`config.mk`:
```
export PLATFORM = sky130hd
export DESIGN_NAME = if_stage
export DESIGN_NICKNAME = d
export VERILOG_FILES = /design/src/rtl/if_stage_pkg.sv /design/src/rtl/inst_queue.sv /design/src/rtl/if_stage.sv
export SDC_FILE = /design/constraint.sdc
export NUM_CORES = 1
export LEC_CHECK = 0
export ABC_CLOCK_PERIOD_IN_PS = 4460
export CAP_MARGIN = 20
export CELL_PAD_IN_SITES_DETAIL_PLACEMENT = 0
export CELL_PAD_IN_SITES_GLOBAL_PLACEMENT = 1
export CORE_ASPECT_RATIO = 1.2
export CORE_MARGIN = 2
export CORE_UTILIZATION = 44
export CTS_CLUSTER_DIAMETER = 60
export DETAILED_ROUTE_END_ITERATION = 16
export PLACE_DENSITY = 0.77
export SLEW_MARGIN = 20
export SYNTH_ARGS = -nofsm -noshare
export SYNTH_HDL_FRONTEND = slang
export SYNTH_HIERARCHICAL = 1
export SYNTH_SLANG_ARGS = --single-unit
```
`constraint.sdc`:
```
create_clock -name clk -period 4.46 [get_ports clk]
set_input_delay 0.669 -clock clk [delete_from_list [all_inputs] [get_ports clk]]
set_output_delay 0.669 -clock clk [all_outputs]
set_load 0.1 [all_outputs]
```
`src/rtl/if_stage_pkg.sv`:
```
// Shared fetch-stage definitions: widths, reset constants and fetch FSM encoding.
package if_stage_pkg;

  localparam int          AddrLen   = 32;
  localparam int          InstLen   = 32;
  localparam logic [31:0] ZERO_WORD = 32'h0;
  localparam logic [31:0] ResetPc   = 32'h0;

  typedef enum logic [1:0] {
    IF_IDLE    = 2'd0,
    IF_FETCH   = 2'd1,
    IF_DISCARD = 2'd2
  } if_state_e;

endpackage

```
`src/rtl/inst_queue.sv`:
```
// Two-entry {pc, inst} FIFO between fetch and decode; clear beats push/pop.
module inst_queue #(
  parameter int PC_W   = 32,
  parameter int INST_W = 32
) (
  input  logic              clk,
  input  logic              rst,
  input  logic              clear_i,
  input  logic              push_i,
  input  logic              pop_i,
  input  logic [PC_W-1:0]   pc_i,
  input  logic [INST_W-1:0] inst_i,
  output logic [1:0]        count_o,
  output logic              empty_o,
  output logic              full_o,
  output logic [PC_W-1:0]   pc_o,
  output logic [INST_W-1:0] inst_o
);

  logic [PC_W-1:0]   pc0_q, pc0_d, pc1_q, pc1_d;
  logic [INST_W-1:0] inst0_q, inst0_d, inst1_q, inst1_d;
  logic [1:0]        count_q, count_d;

  // Slot 0 is always the head; a pop shifts slot 1 forward.
  always_comb begin
    pc0_d   = pc0_q;
    pc1_d   = pc1_q;
    inst0_d = inst0_q;
    inst1_d = inst1_q;
    count_d = count_q;
    if (clear_i) begin
      count_d = 2'd0;
    end else if (push_i && pop_i) begin
      if (count_q == 2'd2) begin
        pc0_d   = pc1_q;
        inst0_d = inst1_q;
        pc1_d   = pc_i;
        inst1_d = inst_i;
      end else begin
        pc0_d   = pc_i;
        inst0_d = inst_i;
      end
    end else if (push_i) begin
      if (count_q == 2'd0) begin
        pc0_d   = pc_i;
        inst0_d = inst_i;
      end else begin
        pc1_d   = pc_i;
        inst1_d = inst_i;
      end
      count_d = count_q + 2'd1;
    end else if (pop_i && count_q != 2'd0) begin
      pc0_d   = pc1_q;
      inst0_d = inst1_q;
      count_d = count_q - 2'd1;
    end
  end

  always_ff @(posedge clk or posedge rst) begin
    if (rst) begin
      pc0_q   <= '0;
      pc1_q   <= '0;
      inst0_q <= '0;
      inst1_q <= '0;
      count_q <= 2'd0;
    end else begin
      pc0_q   <= pc0_d;
      pc1_q   <= pc1_d;
      inst0_q <= inst0_d;
      inst1_q <= inst1_d;
      count_q <= count_d;
    end
  end

  assign count_o = count_q;
  assign empty_o = (count_q == 2'd0);
  assign full_o  = (count_q == 2'd2);
  assign pc_o    = pc0_q;
  assign inst_o  = inst0_q;

endmodule

```
`src/rtl/if_stage.sv`:
```
// RV32I fetch stage: byte-serial instruction fetch, little-endian assembly,
// redirect handling with wrong-path discard, feeding a 2-entry queue.
module if_stage
  import if_stage_pkg::*;
#(
  parameter int                ADDR_W   = AddrLen,
  parameter int                INST_W   = InstLen,
  parameter logic [ADDR_W-1:0] RESET_PC = ADDR_W'(ResetPc)
) (
  input  logic              clk,
  input  logic              rst,
  input  logic              rdy,
  output logic              mem_req,
  output logic [ADDR_W-1:0] mem_addr,
  input  logic              mem_rvalid,
  input  logic [7:0]        mem_rdata,
  input  logic              jump_i,
  input  logic [ADDR_W-1:0] jump_addr_i,
  output logic              inst_valid_o,
  input  logic              id_ready_i,
  output logic [ADDR_W-1:0] pc_o,
  output logic [INST_W-1:0] inst_o
);

  if_state_e         state_q, state_d;
  logic [1:0]        cnt_q, cnt_d;
  logic [23:0]       buf_q, buf_d;
  logic [ADDR_W-1:0] fetchPc_q, fetchPc_d;
  logic [ADDR_W-1:0] memAddr_q, memAddr_d;
  logic              memReq_q, memReq_d;

  logic              qPush, qPop, qClear, qEmpty, qFull, popEn;
  logic              freeAfterPop, freeAfterPush;
  logic [1:0]        qCount;
  logic [INST_W-1:0] word;

  assign word          = {mem_rdata, buf_q};
  assign popEn         = inst_valid_o & id_ready_i;
  assign qPop          = rdy & popEn;
  assign freeAfterPop  = !qFull || popEn;
  assign freeAfterPush = (qCount == 2'd0) || (qCount == 2'd1 && popEn);

  // The in-flight word owns a reserved slot, so the launch decision is the only overflow guard.
  always_comb begin
    state_d   = state_q;
    cnt_d     = cnt_q;
    buf_d     = buf_q;
    fetchPc_d = fetchPc_q;
    memAddr_d = memAddr_q;
    qPush     = 1'b0;
    qClear    = 1'b0;
    if (rdy) begin
      if (jump_i) begin
        qClear    = 1'b1;
        fetchPc_d = {jump_addr_i[ADDR_W-1:2], 2'b00};
      end
      unique case (state_q)
        IF_IDLE: begin
          if (!jump_i && freeAfterPop) begin
            state_d   = IF_FETCH;
            memAddr_d = fetchPc_q;
          end
        end
        default: begin
          if (state_q == IF_FETCH && jump_i) state_d = IF_DISCARD;
          if (mem_rvalid) begin
            if (cnt_q != 2'd3) begin
              unique case (cnt_q)
                2'd0:    buf_d[7:0]   = mem_rdata;
                2'd1:    buf_d[15:8]  = mem_rdata;
                default: buf_d[23:16] = mem_rdata;
              endcase
              cnt_d     = cnt_q + 2'd1;
              memAddr_d = memAddr_q + ADDR_W'(1);
            end else begin
              cnt_d = 2'd0;
              if (state_q == IF_FETCH) begin
                if (jump_i) begin
                  state_d = IF_IDLE;
                end else begin
                  qPush     = 1'b1;
                  fetchPc_d = fetchPc_q + ADDR_W'(4);
                  state_d   = freeAfterPush ? IF_FETCH : IF_IDLE;
                end
              end else begin
                state_d = (jump_i || freeAfterPop) ? IF_FETCH : IF_IDLE;
              end
              memAddr_d = fetchPc_d;
            end
          end
        end
      endcase
    end
    memReq_d = (state_d != IF_IDLE);
  end

  always_ff @(posedge clk or posedge rst) begin
    if (rst) begin
      state_q   <= IF_IDLE;
      cnt_q     <= 2'd0;
      buf_q     <= 24'h0;
      fetchPc_q <= RESET_PC;
      memAddr_q <= ADDR_W'(ZERO_WORD);
      memReq_q  <= 1'b0;
    end else begin
      state_q   <= state_d;
      cnt_q     <= cnt_d;
      buf_q     <= buf_d;
      fetchPc_q <= fetchPc_d;
      memAddr_q <= memAddr_d;
      memReq_q  <= memReq_d;
    end
  end

  assign mem_req      = memReq_q;
  assign mem_addr     = memAddr_q;
  assign inst_valid_o = !qEmpty;

  inst_queue #(
    .PC_W   (ADDR_W),
    .INST_W (INST_W)
  ) u_queue (
    .clk     (clk),
    .rst     (rst),
    .clear_i (qClear),
    .push_i  (qPush),
    .pop_i   (qPop),
    .pc_i    (fetchPc_q),
    .inst_i  (word),
    .count_o (qCount),
    .empty_o (qEmpty),
    .full_o  (qFull),
    .pc_o    (pc_o),
    .inst_o  (inst_o)
  );

endmodule
```
Word-level counts from Yosys, hierarchy flattened --
Index checks and enable logic that the tools add are counted.
Operators by class: eq/ne operators 10, reductions and logical operators 29, add/subtract/negate cells 5, bitwise gates (word level) 5, multiplexer cells 51
Operator list (number):
- two-way mux 32 bit | 28
- adder 32 x 1 -> 32 bit (second input constant) | 1
- adder 32 x 3 -> 32 bit (second input constant) | 1
- two-way mux 2 bit | 12
- AND reduction 5 bit | 3
- two-way mux 1 bit | 11
- AND reduction 3 bit | 3
- != test 2 bit (second input constant) | 4
- nonzero test 2 bit | 4
- == test 2 x 1 -> 1 bit (second input constant) | 3
- logical NOT 2 bit | 3
- nonzero test 3 bit | 2
- logical AND 1 bit | 5
- adder 2 x 1 -> 2 bit (second input constant) | 2
- AND reduction 4 bit | 1
- logical NOT 1 bit | 3
- logical OR 1 bit | 3
- != test 3 bit (second input constant) | 1
- NOT 1 bit | 3
- AND 1 bit | 2
- == test 2 bit (second input constant) | 1
- != test 2 x 1 -> 1 bit (second input constant) | 1
- AND reduction 2 bit | 1
- OR reduction 2 bit | 1
- subtractor 2 x 1 -> 2 bit (second input constant) | 1
Word-level totals: input port bits 46, register bits 223, output and inout port bits 98, word-level logic and storage cells 113

Longest topological paths before layout --
Gate-level depths: netlist of the first run.
depth after elaboration 13, mapped depth 12, gate-level depth less buffers 8

Cells and area by module --
Netlist of the first run, hierarchy kept.
By module, submodules not included:
- inst_queue | sequential area each 3253.1 µm², area an instance 6165.9 µm², cells each 534, instances 1
- if_stage | sequential area each 2327.2 µm², area an instance 6080.8 µm², cells each 709, instances 1

Least setup slack after synthesis of the first run --
No wires, ideal clock.
kind register -> register, start register u_queue.count_q[1], in the netlist u_queue/count_o[1], end register u_queue.inst0_q[10], in the netlist u_queue/inst_o[10], required time 4.377 ns, stages on the path, launching flop included 12, setup time 0.083 ns, path slack 1.419 ns, data arrival time 2.959 ns, period minus slack after synthesis 3.041 ns, path buffers 4, cell sequence dfrtp_1 or2_1 buf_4 clkbuf_1 inv_1 inv_1 and3_1 nor2b_1 buf_2 clkbuf_1 a211oi_1 a31oi_1
On the way: word-level cells in the longest chain between the ends 7, elaborated cells on any way between the ends 13, classes of those cells 2 x eq/ne; 2 x mux; 2 x bitwise; 7 x reduce/logical
RTL lines:
- from (decl) | line inst_queue.sv:22 | logic [1:0] count_q, count_d;
- from (signal assigned) | line inst_queue.sv:71 | count_q <= count_d;
- logical NOT 2 bit (*) | line inst_queue.sv:76 | assign empty_o = (count_q == 2'd0);
- named net qEmpty | line if_stage.sv:32 | logic qPush, qPop, qClear, qEmpty, qFull, popEn;
- logical NOT 1 bit (*) | line if_stage.sv:117 | assign inst_valid_o = !qEmpty;
- named net inst_valid_o | line if_stage.sv:19 | output logic inst_valid_o,
- AND 1 bit (*) | line if_stage.sv:38 | assign popEn = inst_valid_o & id_ready_i;
- AND 1 bit (*) | line if_stage.sv:39 | assign qPop = rdy & popEn;
- named net qPop | line if_stage.sv:32
- logical AND 1 bit (on tied branches) | line inst_queue.sv:33, inst_queue.sv:52
- != test 3 bit (no source line) or nonzero test 3 bit (tied branches)
- AND reduction 3 bit (no source line)
- to (signal assigned) | line inst_queue.sv:69 | inst0_q <= inst0_d;
- to (decl) | line inst_queue.sv:21 | logic [INST_W-1:0] inst0_q, inst0_d, inst1_q, inst1_d;
The timed path passes the listed nets; every way through them passes the cells marked *. A chain may end at the register's enable or synchronous reset.

Worst setup path after layout of the first run --
start register u_queue.count_q[1], in the netlist u_queue/count_o[1], end output inst_valid_o
On the way: word-level cells in the longest chain between the ends 2
RTL lines (line):
- logical NOT 2 bit | inst_queue.sv:76
- named net qEmpty | if_stage.sv:32
- logical NOT 1 bit | if_stage.sv:117
- to (decl) | if_stage.sv:19
The timed path passes the listed nets, and every way through them passes these cells.

==> metrics.yaml, run 1 <==
run_status:
  outcome: "finished clean"
cells_and_area:
  nets: 1382
  antenna_cells: 0
  drive_gt1_frac: 0.146
  syn_to_final_growth_pct: 20.8
yosys:
  synth_area_sq_mm: 0.0122
  ys.warnings.count: 6
  synth_edf_count: 0
  synthFlopType: "dfrtp_1"
  async_flop_share: 1.00
  syn_inst: 1243
  ys_seq_elements: 223
  yosysSeqAreaShare: 0.456
  avgSynthCellArea_sq_um: 9.85
  ys_types: 73
  synth_nets: 1294
global_route:
  grt_pass1_vias: 10400
  use_met1: 0.374
  grt.busiest_layer: "met2"
  grt_remaining_overflow: 0
  use_met3: 0.0374
  antenna_found_initial: 0
  grt_use_total: 0.263
  grt_pass1_wl_microns: 61300
  met2_usage: 0.418
  grt_max_degree: 71
clocking:
  clockBufferDepth: 3
  postCtsSetupRepairBufs: 0
  cts_max_level: 1
  ctsResizeCount: 0
  clk_latency_ns: 0.52
  cts_hold_buf: 0
  cts_buffers: 24
  cts-root-buf: "clkbuf_16"
  clock-sinks: 223
  path_clk_slew_ns: 0.06
  tritoncts: "yes"
pwr:
  irDropWorstVdd_mv: 0.529
  powerDensity_mw_per_mm2: 744
  power_leakage_nw: 6.17
  power_w: 0.0110
drt:
  vias_per_cell: 6.28
  drt_pass1_iterations: 5
  drt-total-wl_microns: 38500
  vias: 10600
  routedWlPerCell_microns: 22.8
  ant_nets: 0
  drc_errors: 0
  drt_iter0_drc: 950
die:
  die_w_microns: 156
  rows: 66
  num_io_pins: 144
  die_h_microns: 187
  core_area_sq_mm: 0.0273
  die_area_sq_mm: 0.0292
  initial_core_util: 0.449
setup_path:
  path_class: "reg2out"
  rr_worst_depth: 7
  worstPathMaxFanout: 9
  r2r_start: "fetchPc_q[2]$_DFFE_PP0P_"
  critPathLaunchType: "register"
  cp-end-kind: "primary output"
  rrSetupSlack_ns: 1.37
  cp.required_ns: 3.79
  critPathArrivalTime_ns: 2.53
  regToRegEndpoint: "mem_addr[18]$_DFFE_PP0P_"
sta:
  worstMarginPinSlew_ns: 1.06
  fmax_mhz: 312
  grt_setup_unrepaired: "false"
  fin_setup_tns_ns: 0
  fin_crit_ns: 3.20
  finalHoldViolations: 0
  skew_ns: 0.0103
  slew_headroom: 0.289
  fin_crit_sh: 0.718
  drv_slew: 0
  setup_viol: 0
placed_design:
  io_buffers: 141
  dp_hpwl_microns: 24600
  place_congestion: 0.857
worst_hold_path:
  holdCritPathClass: "reg2reg"
  min_from: "u_queue/inst1_q[19]$_DFFE_PP0P_"
  hold_end: "u_queue/inst1_q[19]$_DFFE_PP0P_"
  hold_depth: 1
run:
  drv_cap: 0
==> stage by stage <==
stage	cells	utilization	setup slack (ns)	hold slack [ns]	area, sq um
after floorplan	1243	-	0.322	0.473	12200
after global placement	1645	0.510	1.24	0.481	13900
after detailed placement	1645	0.510	1.21	0.488	13900
after CTS	1688	0.543	1.25	0.505	14800
after global routing	1688	0.543	1.17	0.514	14800
final	1688	0.543	1.26	0.503	14800
==> worst max path at each step <==
stage | from | end
2_1_floorplan | rst | u_queue/count_o[0]$_DFFE_PP0P_
3_3_place_gp | mem_rvalid | u_queue/inst_o[5]$_DFFE_PP0P_
3_5_place_dp | mem_rvalid | u_queue/pc_o[12]$_DFFE_PP0P_
4_1_cts | u_queue/count_o[1]$_DFFE_PP0P_ | inst_valid_o
5_1_grt | u_queue/count_o[1]$_DFFE_PP0P_ | inst_valid_o
6_report | u_queue/count_o[1]$_DFFE_PP0P_ | inst_valid_o
==> registers in the layout (all words and copies together) (netlist names), 24 cells and up <==
register,cells
u_queue/inst_o,32
u_queue/pc1_q,32
buf_q,24
fetchPc_q,32
u_queue/inst1_q,32
u_queue/pc_o,32
mem_addr,32
==> cells in the mapped netlist, types with 16 or more instances <==
cell type	count	share of area
buf_2	21	0.0086
mux2_2	30	0.028
a31oi_1	78	0.040
nand2_1	73	0.022
dfrtp_1	223	0.46
a21oi_1	50	0.020
a211oi_1	67	0.041
nor3_1	16	0.0065
inv_1	20	0.0061
nand3_1	90	0.037
mux2_4	60	0.074
clkbuf_1	76	0.023
nand4_1	25	0.013
nor2_1	55	0.017
o21ai_0	110	0.045
==> per-layer routing <==
| metal | share of wire | wire length (microns) |
|---|---|---|
| met4 | 0.025 | 949 |
| met2 | 0.48 | 18300 |
| met1 | 0.43 | 16700 |
| met5 | 0 | 0 |
| met3 | 0.066 | 2560 |
==> cell families after synthesis <==
family	share of synthesized area
compound gates	0.220
simple gates	0.145
flops	0.456
buf+inv	0.0476
mux	0.106
xor+xnor	0.0207
fa+ha+maj	0.00511
==> worst max-delay path: stages (launching register included) <==
cell and delay [ns]:
dfrtp_1 0.52, or2_2 0.18, inv_1 0.04, inv_1 0.11, clkdlybuf4s50_1 1.15
==> power breakdown <==
| group | leakage (nW) | internal [W] | switching (W) |
|---|---|---|---|
| Sequential | 2.90 | 0.00260 | 0.000736 |
| Clock | 0.440 | 0.00138 | 0.000853 |
| Combinational | 2.83 | 0.00141 | 0.00402 |
| Total | 6.17 | 0.00540 | 0.00561 |
==> placed cells by master (no fill, tap or decap), types with 6 or more instances in the layout <==
cell / count
dfrtp_1: 223
clkdlybuf4s50_1: 140
o21ai_0: 110
nand3_1: 90
a31oi_1: 78
nand2_1: 73
a211oi_1: 67
mux2_4: 60
nor2_1: 55
a21oi_1: 50
mux2_2: 30
buf_4: 29
nand4_1: 25
clkbuf_16: 25
inv_1: 18
nor3_1: 16
xor2_1: 15
a22oi_1: 15
xnor2_1: 14
o211ai_1: 14
o21ai_1: 12
and2_1: 11
and3_1: 10
and4_1: 9
nand2b_1: 8
nor4_1: 8
o21a_1: 7
a21o_1: 6
a221o_1: 6
==> area by class of cell <==
cell class	count	area, sq um
fill	2467	12500
multi-input combinational	886	6110
sequential	223	5580
timing repair buffer	174	1700
clock buffer	31	688
tap	340	425
clock inverter	12	195
inverter	22	87.6
(Power assumes the default switching activity.)
==> run 2, diff against run 1 <==
- ABC_CLOCK_PERIOD_IN_PS: 4460 -> 3250
- clock period: 4.46 -> 3.25 ns (I/O delays scaled with it)
==> run 2 against run 1 <==
Worst hold slack got worse by 0.0026 ns. Sequential cell count unchanged. Critical path depth increased by 3.
==> metrics.yaml, run 2 (same netlist as run 1, synthesis figures left out) <==
setup_path:
  path_class: "reg2reg"
  cp-end-kind: "register"
  r2r_start: "fetchPc_q[3]$_DFFE_PP0P_"
  cp_top_family: "compound AO/OA/AOI/OAI gates"
  worstPathMaxFanout: 8
  crit_chain: "ha_1 -> and3b_1 -> nand4_1 -> o21a_1 -> o311ai_0 -> o311ai_0 -> a22o_1"
  crit_buf_inv: 0
  critPathLaunchType: "register"
  regToRegEndpoint: "mem_addr[18]$_DFFE_PP0P_"
  rrSetupSlack_ns: 0.39
  cp-startpoint: "fetchPc_q[3]$_DFFE_PP0P_"
  cp_common_cell: "o311ai_0"
  cp.required_ns: 3.66
  rr_worst_depth: 7
  cp_slowest_stage_delay_ns: 0.62
  critPathArrivalTime_ns: 3.27
  slowest_stage: "o311ai_0"
drt:
  vias: 10700
  drt_pass1_iterations: 5
  routedWlPerCell_microns: 22.7
  drt-total-wl_microns: 38900
  drc_errors: 0
  ant_nets: 0
  vias_per_cell: 6.28
  drt_iter0_drc: 1134
clocking:
  postCtsSetupRepairBufs: 0
  cts_max_level: 1
  ctsResizeCount: 0
  cts_buffers: 27
  cts-root-buf: "clkbuf_16"
  clock-sinks: 223
  cts_hold_buf: 0
  path_clk_slew_ns: 0.06
  tritoncts: "yes"
  clk_latency_ns: 0.53
  clockBufferDepth: 3
pwr:
  power_leakage_nw: 6.35
  irDropWorstVdd_mv: 0.695
  powerDensity_mw_per_mm2: 1000
  power_w: 0.0147
placed_design:
  place_congestion: 0.872
  dp_hpwl_microns: 25800
  io_buffers: 141
cells_and_area:
  final_cell_mix: "dfrtp_1, buf_4, o21ai_0, nand3_1, a31oi_1"
  nets: 1404
  fill_cells: 2503
  final_common_cell: "dfrtp_1"
  syn_to_final_growth_pct: 20.3
  antenna_cells: 0
  drive_gt1_frac: 0.217
run_status:
  outcome: "finished clean"
sta:
  grt_setup_unrepaired: "false"
  fin_setup_tns_ns: 0
  slew_headroom: 0.350
  fin_crit_ns: 2.86
  worstMarginPinSlew_ns: 0.972
  drv_slew: 0
  setup_viol: 0
  finalHoldViolations: 0
  fin_crit_sh: 0.880
  fmax_mhz: 350
  skew_ns: 0.0126
global_route:
  grt_pass1_vias: 10500
  antenna_found_initial: 0
  grt_remaining_overflow: 0
  grt_pass1_wl_microns: 61400
  grt_use_total: 0.264
  grt_max_degree: 68
die:
  rows: 66
  die_area_sq_mm: 0.0292
  initial_core_util: 0.449
  die_h_microns: 187
  core_area_sq_mm: 0.0273
  die_w_microns: 156
  num_io_pins: 144
worst_hold_path:
  hold_end: "u_queue/inst1_q[19]$_DFFE_PP0P_"
  holdCritPathClass: "reg2reg"
  hold_depth: 1
  min_from: "u_queue/inst1_q[19]$_DFFE_PP0P_"
run:
  drv_cap: 0
-- run 2: cell count changes in the layout (fill, tap and decap cells not counted), sizes merged, moves of 4 or more --
cell | before | now
buf | 34 | 135
clkdlybuf4s50 | 140 | 58
bufinv | 5 | 0
clkbuf | 31 | 36
clkinvlp | 0 | 4
-- run 2: worst reg2reg max path: stages (launching register included) --
cell and delay (ns):
dfrtp_1 0.58, ha_1 0.21, and3b_1 0.31, nand4_1 0.23
o21a_1 0.26, o311ai_0 0.62, o311ai_0 0.30, a22o_1 0.24
-- run 2: stage by stage --
| stage | cell area, sq um | worst slack (ns) | instances | hold slack [ns] | utilization |
|---|---|---|---|---|---|
| 2_1_floorplan | 12300 | 0.209 | 1243 | 0.473 | - |
| 3_3_place_gp | 13900 | 0.424 | 1664 | 0.481 | 0.511 |
| 3_5_place_dp | 13900 | 0.400 | 1664 | 0.487 | 0.511 |
| 4_1_cts | 14700 | 0.393 | 1711 | 0.501 | 0.541 |
| 5_1_grt | 14700 | 0.136 | 1711 | 0.517 | 0.541 |
| 6_report | 14700 | 0.389 | 1711 | 0.500 | 0.541 |
-- run 2: final cells by class --
| cell class | instances | area [sq um] | share of cell area |
|---|---|---|---|
| clock buffers | 36 | 729 | 0.0495 |
| multi-input cells | 886 | 6110 | 0.415 |
| well taps | 340 | 425 | 0.0289 |
| repair buffers | 193 | 1730 | 0.117 |
| flip-flops and latches | 223 | 5580 | 0.379 |
| inverters | 22 | 91.3 | 0.00620 |
| clock inverters | 11 | 66.3 | 0.00450 |
-- run 2: how the worst max path moves through the flow --
| stage | to | slack [ns] | cells after the start |
|---|---|---|---|
| 2_1_floorplan | u_queue/inst_o[10]$_DFFE_PP0P_ | 0.21 | 11 |
| 3_3_place_gp | u_queue/inst1_q[18]$_DFFE_PP0P_ | 0.42 | 7 |
| 3_5_place_dp | u_queue/inst_o[1]$_DFFE_PP0P_ | 0.40 | 7 |
| 4_1_cts | u_queue/inst_o[1]$_DFFE_PP0P_ | 0.39 | 8 |
| 5_1_grt | fetchPc_q[20]$_DFFE_PP0P_ | 0.14 | 7 |
| 6_report | mem_addr[18]$_DFFE_PP0P_ | 0.39 | 7 |
-- run 2: where the power goes --
| group | total, W | switching, W | leakage, nW | internal [W] |
|---|---|---|---|---|
| clock network | 0.00277 | 0.00120 | 0.387 | 0.00157 |
| registers | 0.00455 | 0.000974 | 2.90 | 0.00358 |
| logic | 0.00742 | 0.00559 | 3.06 | 0.00184 |
| total | 0.0147 | 0.00776 | 6.35 | 0.00698 |
-- run 2: per-layer routing --
metal	wire [microns]	up-vias	GRT usage	part of all wire
met5	0	-	0	0
met4	856	0	0.0649	0.022
met3	2510	54	0.0344	0.064
met2	18700	462	0.431	0.48
met1	16800	5309	0.374	0.43
li1	-	4912	-	-
